## config.mk

```make
export PLATFORM = sky130hd
export DESIGN_NAME = cordic_phase_gen
export DESIGN_NICKNAME = d
export VERILOG_FILES = /design/src/rtl/cordic_pkg.sv /design/src/rtl/cordic_phase_fold.sv /design/src/rtl/cordic_phase_gen.sv
export SDC_FILE = /design/constraint.sdc
export NUM_CORES = 1
export LEC_CHECK = 0
export ABC_AREA = 1
export BUFFER_PORTS_ARGS = -buffer_cell sky130_fd_sc_hd__buf_4
export CORE_ASPECT_RATIO = 1.25
export CORE_UTILIZATION = 55
export CTS_BUF_LIST = sky130_fd_sc_hd__clkbuf_16
export DETAILED_ROUTE_END_ITERATION = 10
export PLACE_DENSITY = 0.77
export RECOVER_POWER = 100
export REMOVE_ABC_BUFFERS = 1
export SYNTH_ARGS = -nofsm -noshare
export SYNTH_HDL_FRONTEND = slang
export SYNTH_SLANG_ARGS = --single-unit
```

## constraint.sdc

```tcl
create_clock -name clk -period 3.4 [get_ports clk]
set_input_delay 0.17 -clock clk [delete_from_list [all_inputs] [get_ports clk]]
set_output_delay 0.17 -clock clk [all_outputs]
set_load 0.005 [all_outputs]
```

## src/rtl/cordic_pkg.sv

```systemverilog
// cordic_pkg: shared widths, FSM state type and phase constants for the CORDIC phase generator.
package cordic_pkg;
    localparam int PHASE_W_DEF = 20;
    localparam int CNT_W_DEF   = 16;
    localparam int QUARTER     = 1 << (PHASE_W_DEF - 2);
    typedef enum logic [1:0] {IDLE, RUN, DONE} state_e;
endpackage

```

## src/rtl/cordic_phase_fold.sv

```systemverilog
// cordic_phase_fold: folds a binary angle into [-90deg,+90deg) and flags it for output negation.
module cordic_phase_fold #(
    parameter int W = 20
) (
    input  logic [W-1:0] phase_i,
    output logic [W-1:0] angle_o,
    output logic         negate_o
);
    // Quadrants 2 and 3 (top bits 01/10) shift by 180deg; the sign flip is undone downstream.
    assign negate_o = phase_i[W-1] ^ phase_i[W-2];
    assign angle_o  = negate_o ? {~phase_i[W-1], phase_i[W-2:0]} : phase_i;
endmodule

```

## src/rtl/cordic_phase_gen.sv

```systemverilog
// cordic_phase_gen: burst/continuous phase accumulator feeding the CORDIC with folded angles.
// Define CORDIC_PHASE_DITHER_EN to add 4-bit LFSR dither to each phase before folding.
module cordic_phase_gen
    import cordic_pkg::*;
#(
    parameter int PHASE_W = PHASE_W_DEF,
    parameter int CNT_W   = CNT_W_DEF
) (
    input  logic               clk,
    input  logic               rst_n,
    input  logic               start_i,
    input  logic               stop_i,
    input  logic [PHASE_W-1:0] step_i,
    input  logic [PHASE_W-1:0] phase0_i,
    input  logic [CNT_W-1:0]   count_i,
    output logic               out_valid_o,
    input  logic               out_ready_i,
    output logic [PHASE_W-1:0] angle_o,
    output logic               negate_o,
    output logic               last_o,
    output logic               busy_o,
    output logic               done_o
);
    state_e             state_q, state_d;
    logic [PHASE_W-1:0] p_q, p_d, step_q, step_d, angle_q, fold_in, fold_angle;
    logic [CNT_W-1:0]   rem_q, rem_d;
    logic               cont_q, cont_d, last_q, last_d, valid_q, valid_d, neg_q, fold_neg, hs;
`ifdef CORDIC_PHASE_DITHER_EN
    logic [7:0]         lfsr_q, lfsr_d;
`endif

    assign hs = valid_q & out_ready_i;

    always_comb begin
        state_d = state_q;
        p_d     = p_q;
        step_d  = step_q;
        rem_d   = rem_q;
        cont_d  = cont_q;
        last_d  = last_q;
        valid_d = valid_q;
`ifdef CORDIC_PHASE_DITHER_EN
        lfsr_d  = lfsr_q;
`endif
        if (stop_i) begin
            state_d = IDLE;
            valid_d = 1'b0;
            last_d  = 1'b0;
        end else begin
            case (state_q)
                IDLE: if (start_i) begin
                    state_d = RUN;
                    p_d     = phase0_i;
                    step_d  = step_i;
                    rem_d   = count_i;
                    cont_d  = count_i == '0;
                    last_d  = count_i == CNT_W'(1);
                    valid_d = 1'b1;
`ifdef CORDIC_PHASE_DITHER_EN
                    lfsr_d  = 8'h01;
`endif
                end
                RUN: if (hs) begin
                    state_d = last_q ? DONE : RUN;
                    valid_d = !last_q;
                    // rem_q still counts the sample just accepted, so 2 means the next one is final
                    last_d  = !last_q && !cont_q && rem_q == CNT_W'(2);
                    p_d     = p_q + step_q;
                    rem_d   = cont_q ? rem_q : rem_q - CNT_W'(1);
`ifdef CORDIC_PHASE_DITHER_EN
                    lfsr_d  = {lfsr_q[6:0], lfsr_q[7] ^ lfsr_q[5] ^ lfsr_q[4] ^ lfsr_q[3]};
`endif
                end
                default: state_d = IDLE;
            endcase
        end
    end

`ifdef CORDIC_PHASE_DITHER_EN
    assign fold_in = p_d + PHASE_W'(lfsr_d[3:0]);
`else
    assign fold_in = p_d;
`endif

    cordic_phase_fold #(.W(PHASE_W)) u_fold (
        .phase_i  (fold_in),
        .angle_o  (fold_angle),
        .negate_o (fold_neg)
    );

    always_ff @(posedge clk or negedge rst_n) begin
        if (!rst_n) begin
            state_q <= IDLE;
            p_q     <= '0;
            step_q  <= '0;
            rem_q   <= '0;
            cont_q  <= 1'b0;
            last_q  <= 1'b0;
            valid_q <= 1'b0;
            angle_q <= '0;
            neg_q   <= 1'b0;
        end else begin
            state_q <= state_d;
            p_q     <= p_d;
            step_q  <= step_d;
            rem_q   <= rem_d;
            cont_q  <= cont_d;
            last_q  <= last_d;
            valid_q <= valid_d;
            angle_q <= fold_angle;
            neg_q   <= fold_neg;
        end
    end

`ifdef CORDIC_PHASE_DITHER_EN
    always_ff @(posedge clk or negedge rst_n) begin
        if (!rst_n) lfsr_q <= 8'h01;
        else        lfsr_q <= lfsr_d;
    end
`endif

    assign out_valid_o = valid_q;
    assign angle_o     = angle_q;
    assign negate_o    = neg_q;
    assign last_o      = last_q;
    assign busy_o      = state_q == RUN;
    assign done_o      = state_q == DONE;
endmodule
```

**After elaboration in Yosys (flattened, before gate mapping)**

Index checks and enable logic that the tools add are counted.

- Add/sub/neg operators: 2
- Equal/unequal tests: 9
- Mux-type cells: 22
- Bitwise operators: 4
- Reductions and logical operators: 12

Operators with widths:

| kind | count |
|---|---|
| two-way mux 20 bit | 4 |
| two-way mux 16 bit | 3 |
| case mux 20 bit (2 select lines) | 1 |
| case mux 16 bit (2 select lines) | 1 |
| adder 20 bit | 1 |
| == test 16 x 1 -> 1 bit, second input constant | 1 |
| == test 16 x 2 -> 1 bit, second input constant | 1 |
| logical NOT 16 bit | 1 |
| subtractor 16 x 1 -> 16 bit, second input constant | 1 |
| two-way mux 2 bit | 4 |
| two-way mux 1 bit | 6 |
| AND reduction 3 bit | 2 |
| AND reduction 5 bit | 1 |
| != test 2 bit, second input constant | 2 |
| case mux 1 bit (2 select lines) | 2 |
| case mux 2 bit (2 select lines) | 1 |
| != test 3 x 2 -> 1 bit, second input constant | 1 |
| != test 3 bit, second input constant | 1 |
| nonzero test 3 bit | 1 |
| == test 2 x 1 -> 1 bit, second input constant | 1 |
| == test 2 bit, second input constant | 1 |
| logical AND 1 bit | 2 |
| logical NOT 1 bit | 2 |
| logical NOT 2 bit | 1 |
| other kinds (6) | 7 |

- Register bits after elaboration: 82
- Input port bits: 61
- Output and inout bits: 25
- Logic and storage cells: 58

**Logic depth before layout (Yosys ltp)**

- Word-level depth: 6
- Mapped depth: 15
- Mapped depth without buffers: 15

**Cells and area by module**

A second synthesis with hierarchy kept.

- Cells, all modules: 750
- Area total of the unflattened synthesis: 5342.6 um^2

By module, submodules not included:

| module | instances | cells each | area each (um^2) |
|---|---|---|---|
| cordic_phase_gen | 1 | 725 | 5177.5 |
| cordic_phase_fold | 1 | 25 | 165.2 |

**Least setup slack after synthesis**

No wires, ideal clock.

- Kind: register -> register
- Start point: reg, netlist name angle_o[0]
- End point: reg angle_q[16] (netlist: angle_o[16])
- Setup time: 0.117 ns
- Arrival time: 1.753 ns
- Required time: 3.283 ns
- Path slack: 1.530 ns
- Cell stages (with the launch flop): 14
- Path buffers: 0
- Period minus slack after synthesis: 1.870 ns
- Path through: dfrtp_1 ha_1 inv_1 fa_1 nor2_1 nor2_1 o21ai_1 nand3_1 nand2_1 nand2_1 nand2_1 o21ai_1 nand2_1 nand2_1

RTL lines:

| what | RTL line | RTL |
|---|---|---|
| end signal, assigned | cordic_phase_gen.sv:110 | `angle_q <= fold_angle;` |
| end, declared | cordic_phase_gen.sv:25 | `logic [PHASE_W-1:0] p_q, p_d, step_q, step_d, angle_q, fold_in, fold_angle;` |

**Worst setup path in the final report**

- Start point: reg state_q[1]
- End point: reg rem_q[3]

- Longest elaborated chain between the ends: 3

RTL lines:

| what | RTL line | RTL |
|---|---|---|
| start, declared | cordic_phase_gen.sv:24 | `state_e state_q, state_d;` |
| start signal, assigned | cordic_phase_gen.sv:103 | `state_q <= state_d;` |
| == test 2 x 1 -> 1 bit / logical NOT 2 bit (equally long branches) | cordic_phase_gen.sv:50 | `case (state_q)` |
| != test 2 x 1 -> 1 bit (no source line), or another cell as far along | n/a |  |
| AND reduction 5 bit (no source line) | n/a |  |
| end signal, assigned | cordic_phase_gen.sv:106 | `rem_q <= rem_d;` |
| end, declared | cordic_phase_gen.sv:26 | `logic [CNT_W-1:0] rem_q, rem_d;` |

Parallel ways exist; a longest one is shown, timed or not.
A chain may end at the register's enable or synchronous reset.

==> impl_metrics.json <==
{
  "synth.avg_cell_area_sq_um": 7.61,
  "die_h_microns": 103,
  "holdCritPathClass": "in2reg",
  "hold_slack_ns": 0.0365,
  "worstReg2RegEnd": "rem_q[3]$_DFFE_PN0P_",
  "cts_buffers": 9,
  "fin_tns_setup_ns": 0,
  "synth_top_area_cell": "dfrtp_1",
  "hp-start": "count_i[0]",
  "fin_crit_ns": 2.59,
  "synthCells": 589,
  "syn_to_final_growth_pct": 17.7,
  "max_cap_viol_count": 1,
  "post-cts-setup-buffer-count": 0,
  "ys_ff_latch": 62,
  "max_freq_mhz": 387,
  "cts_buffer_depth": 2,
  "wl_mm": 11.1,
  "synth_top_area_share_pct": 34.6,
  "path_class": "reg2reg",
  "grt_max_degree": 63,
  "synthFlopType": "dfrtp_1",
  "cts_root_buf": "clkbuf_16",
  "final_util_pct": 67.4,
  "cp-start-kind": "flop",
  "r2r_cells": 6,
  "hold_viol_final": 0,
  "maxSlewViolCount": 63,
  "slowest_delay_ns": 0.53,
  "antenna_found_initial": 0,
  "clk_latency_ns": 0.34,
  "grt_pass1_wl_mm": 17.8,
  "dieArea_sq_um": 8520,
  "power.density_nw_per_um2": 929,
  "async_reset_ff_share_pct": 100,
  "fin_crit_sh_pct": 76.1,
  "fin_worst_skew_ns": 0.00624,
  "rows": 36,
  "rrSetupSlack_ns": 0.81,
  "cp-end-kind": "flop",
  "synth-edff-count": 0,
  "dp.cells": 737,
  "yosysMostFrequentCell": "nand2_1",
  "fin_nets": 737,
  "htree_levels": 3,
  "wl_per_cell_microns": 14.7,
  "cp.required_ns": 3.61,
  "peakVddDrop_mv": 0.509,
  "outcome": "complete, but fails checks",
  "setup_viol": 0,
  "grt-ovfl-total": 0,
  "gp_routability_congestion": 0.886,
  "synth_cell_types": 44,
  "synth_seq_area_share_pct": 34.6,
  "path_max_fanout": 24,
  "synth_area_sq_um": 4480,
  "die_x_microns": 82.8,
  "via_per_inst": 5.45,
  "yosysWarnings": 0,
  "synthTopCellsByArea": "dfrtp_1, nand2_1, ha_1",
  "leakage_nw": 2.65,
  "drc": 0,
  "slew_headroom_pct": -3.61,
  "cts.sinks": 62,
  "clkTransAtPathRegs_ns": 0.05,
  "fill_cells": 696,
  "drtIter0Drc": 196,
  "track_usage_pct": 28.2,
  "layout-drive-gt1-share_pct": 20.2,
  "critPathSlowestCell": "nor2_4",
  "fin_cells": 754,
  "cts_tree": "done",
  "worst_pin_slew_ns": 1.55,
  "io_buffers": 85,
  "hold_depth": 2,
  "ios": 86,
  "synthTopCellsByCount": "nand2_1, dfrtp_1, inv_1",
  "cts_resized": 0,
  "core-area_sq_um": 7840,
  "ant_nets": 0,
  "worstReg2RegStart": "state_q[1]$_DFFE_PN0P_",
  "worstPathCellList": "nor2_4 -> nand2_1 -> nor2_4 -> inv_1 -> a21oi_1 -> o22ai_1",
  "antenna-diode-count": 0,
  "violations": "capacitance limit, slew limit",
  "cp_data_arrival_time_ns": 2.80,
  "initial_core_util_pct": 57.2,
  "cpMostUsedCell": "nor2_4",
  "vias": 4108,
  "hpwlAfterDp_mm": 8.13,
  "grt_setup_unrepaired": "false",
  "grt_pass1_vias": 3967,
  "drt-pass1-iter-count": 4,
  "min_to": "cont_q$_DFFE_PN0P_"
}
==> worst max-delay path: cells and delay by family, from the launching register on <==
kind / cells / cell delay, ns
and+or+nand+nor: 3 / 1.45
DFF: 1 / 0.49
buffers and inverters: 1 / 0.25
AOI/OAI and AO/OA: 2 / 0.26
==> repair_timing <==
item | CTS | global route
hold endpoints to repair | 62 | 0
hold buffers | 1 | 0
endpoints found under the setup margin | 0 | 0
==> per-layer routing <==
| metal | vias up | global-route usage, % | wire (microns) |
|---|---|---|---|
| met2 | 111 | 51.2 | 5860 |
| met4 | 0 | 9.28 | 141 |
| li1 | 2075 | - | - |
| met3 | 14 | 6.73 | 558 |
| met5 | - | 0 | 0 |
| met1 | 1908 | 32.0 | 4490 |
==> cell usage in the layout, fill, tap and decap left out, types with 4 or more instances in the layout <==
cell / instances
nor2_1: 51
a21o_1: 4
inv_1: 59
nand3_1: 27
o21ai_0: 39
ha_1: 21
xor2_1: 9
nor4_1: 4
a21oi_1: 34
o22ai_1: 5
clkbuf_16: 9
xnor2_1: 5
a22oi_1: 12
a22o_1: 4
nand2_1: 154
nand3b_1: 4
o21ai_1: 6
mux2_2: 19
clkbuf_4: 22
dfrtp_1: 62
buf_4: 62
nand4_1: 7
==> registers in the layout (all words and copies together) (netlist names), named ones only <==
register     count
angle_o         19
cont_q           1
last_o           1
negate_o         1
out_valid_o      1
rem_q           16
state_q          2
step_q          20
==> cell type report <==
class                      count  area (sq um)  area share, %
sequential                    62          1550           29.4
clock inverter                 7          57.6           1.09
timing repair buffer          87           649           12.3
inverter                      59           224           4.24
multi-input combinational    435          2450           46.5
clock buffer                   9           225           4.27
tap                           95           119           2.25
==> metrics by stage <==
| stage | power, mW | cell area (sq um) | worst slack (ns) |
|---|---|---|---|
| after floorplan | 3.25 | 4260 | 1.46 |
| final | 4.90 | 5280 | 0.813 |
| after global placement | 3.96 | 5020 | 1.11 |
| after CTS | 4.95 | 5320 | 1.03 |
| after detailed placement | 4.04 | 5020 | 1.05 |
| after global routing | 5.33 | 5280 | 0.535 |
==> cells by family (layout without fill, tap and decap cells) <==
kind of cell               Yosys count  in the layout  share of synthesized area (%)
and+or+nand+nor                    265            265                           26.0
AOI/OAI and AO/OA                  115            115                           15.5
buffers and inverters               92            162                           10.0
DFF                                 62             62                           34.6
adders and majority gates           22             22                           6.31
muxes                               19             19                           4.77
xor gates and xnor gates            14             14                           2.73
==> report_power, final <==
part / switching (mW) / total, mW / internal, mW
clock network: 0.329 / 0.883 / 0.554
registers: 0.283 / 1.35 / 1.06
logic: 1.58 / 2.67 / 1.09
total: 2.20 / 4.90 / 2.71
==> worst max-delay path by stage <==
stage	endpoint	slack, ns	from	cells after the start
final	rem_q[3]$_DFFE_PN0P_	0.81	state_q[1]$_DFFE_PN0P_	6
after CTS	rem_q[3]$_DFFE_PN0P_	1.03	state_q[1]$_DFFE_PN0P_	6
after detailed placement	rem_q[3]$_DFFE_PN0P_	1.05	state_q[1]$_DFFE_PN0P_	6
after floorplan	step_q[0]$_DFFE_PN0P_	1.46	state_q[1]$_DFFE_PN0P_	3
after global routing	rem_q[3]$_DFFE_PN0P_	0.54	state_q[1]$_DFFE_PN0P_	6
after global placement	rem_q[3]$_DFFE_PN0P_	1.11	state_q[1]$_DFFE_PN0P_	6
Power figures use the tool's default switching activity.
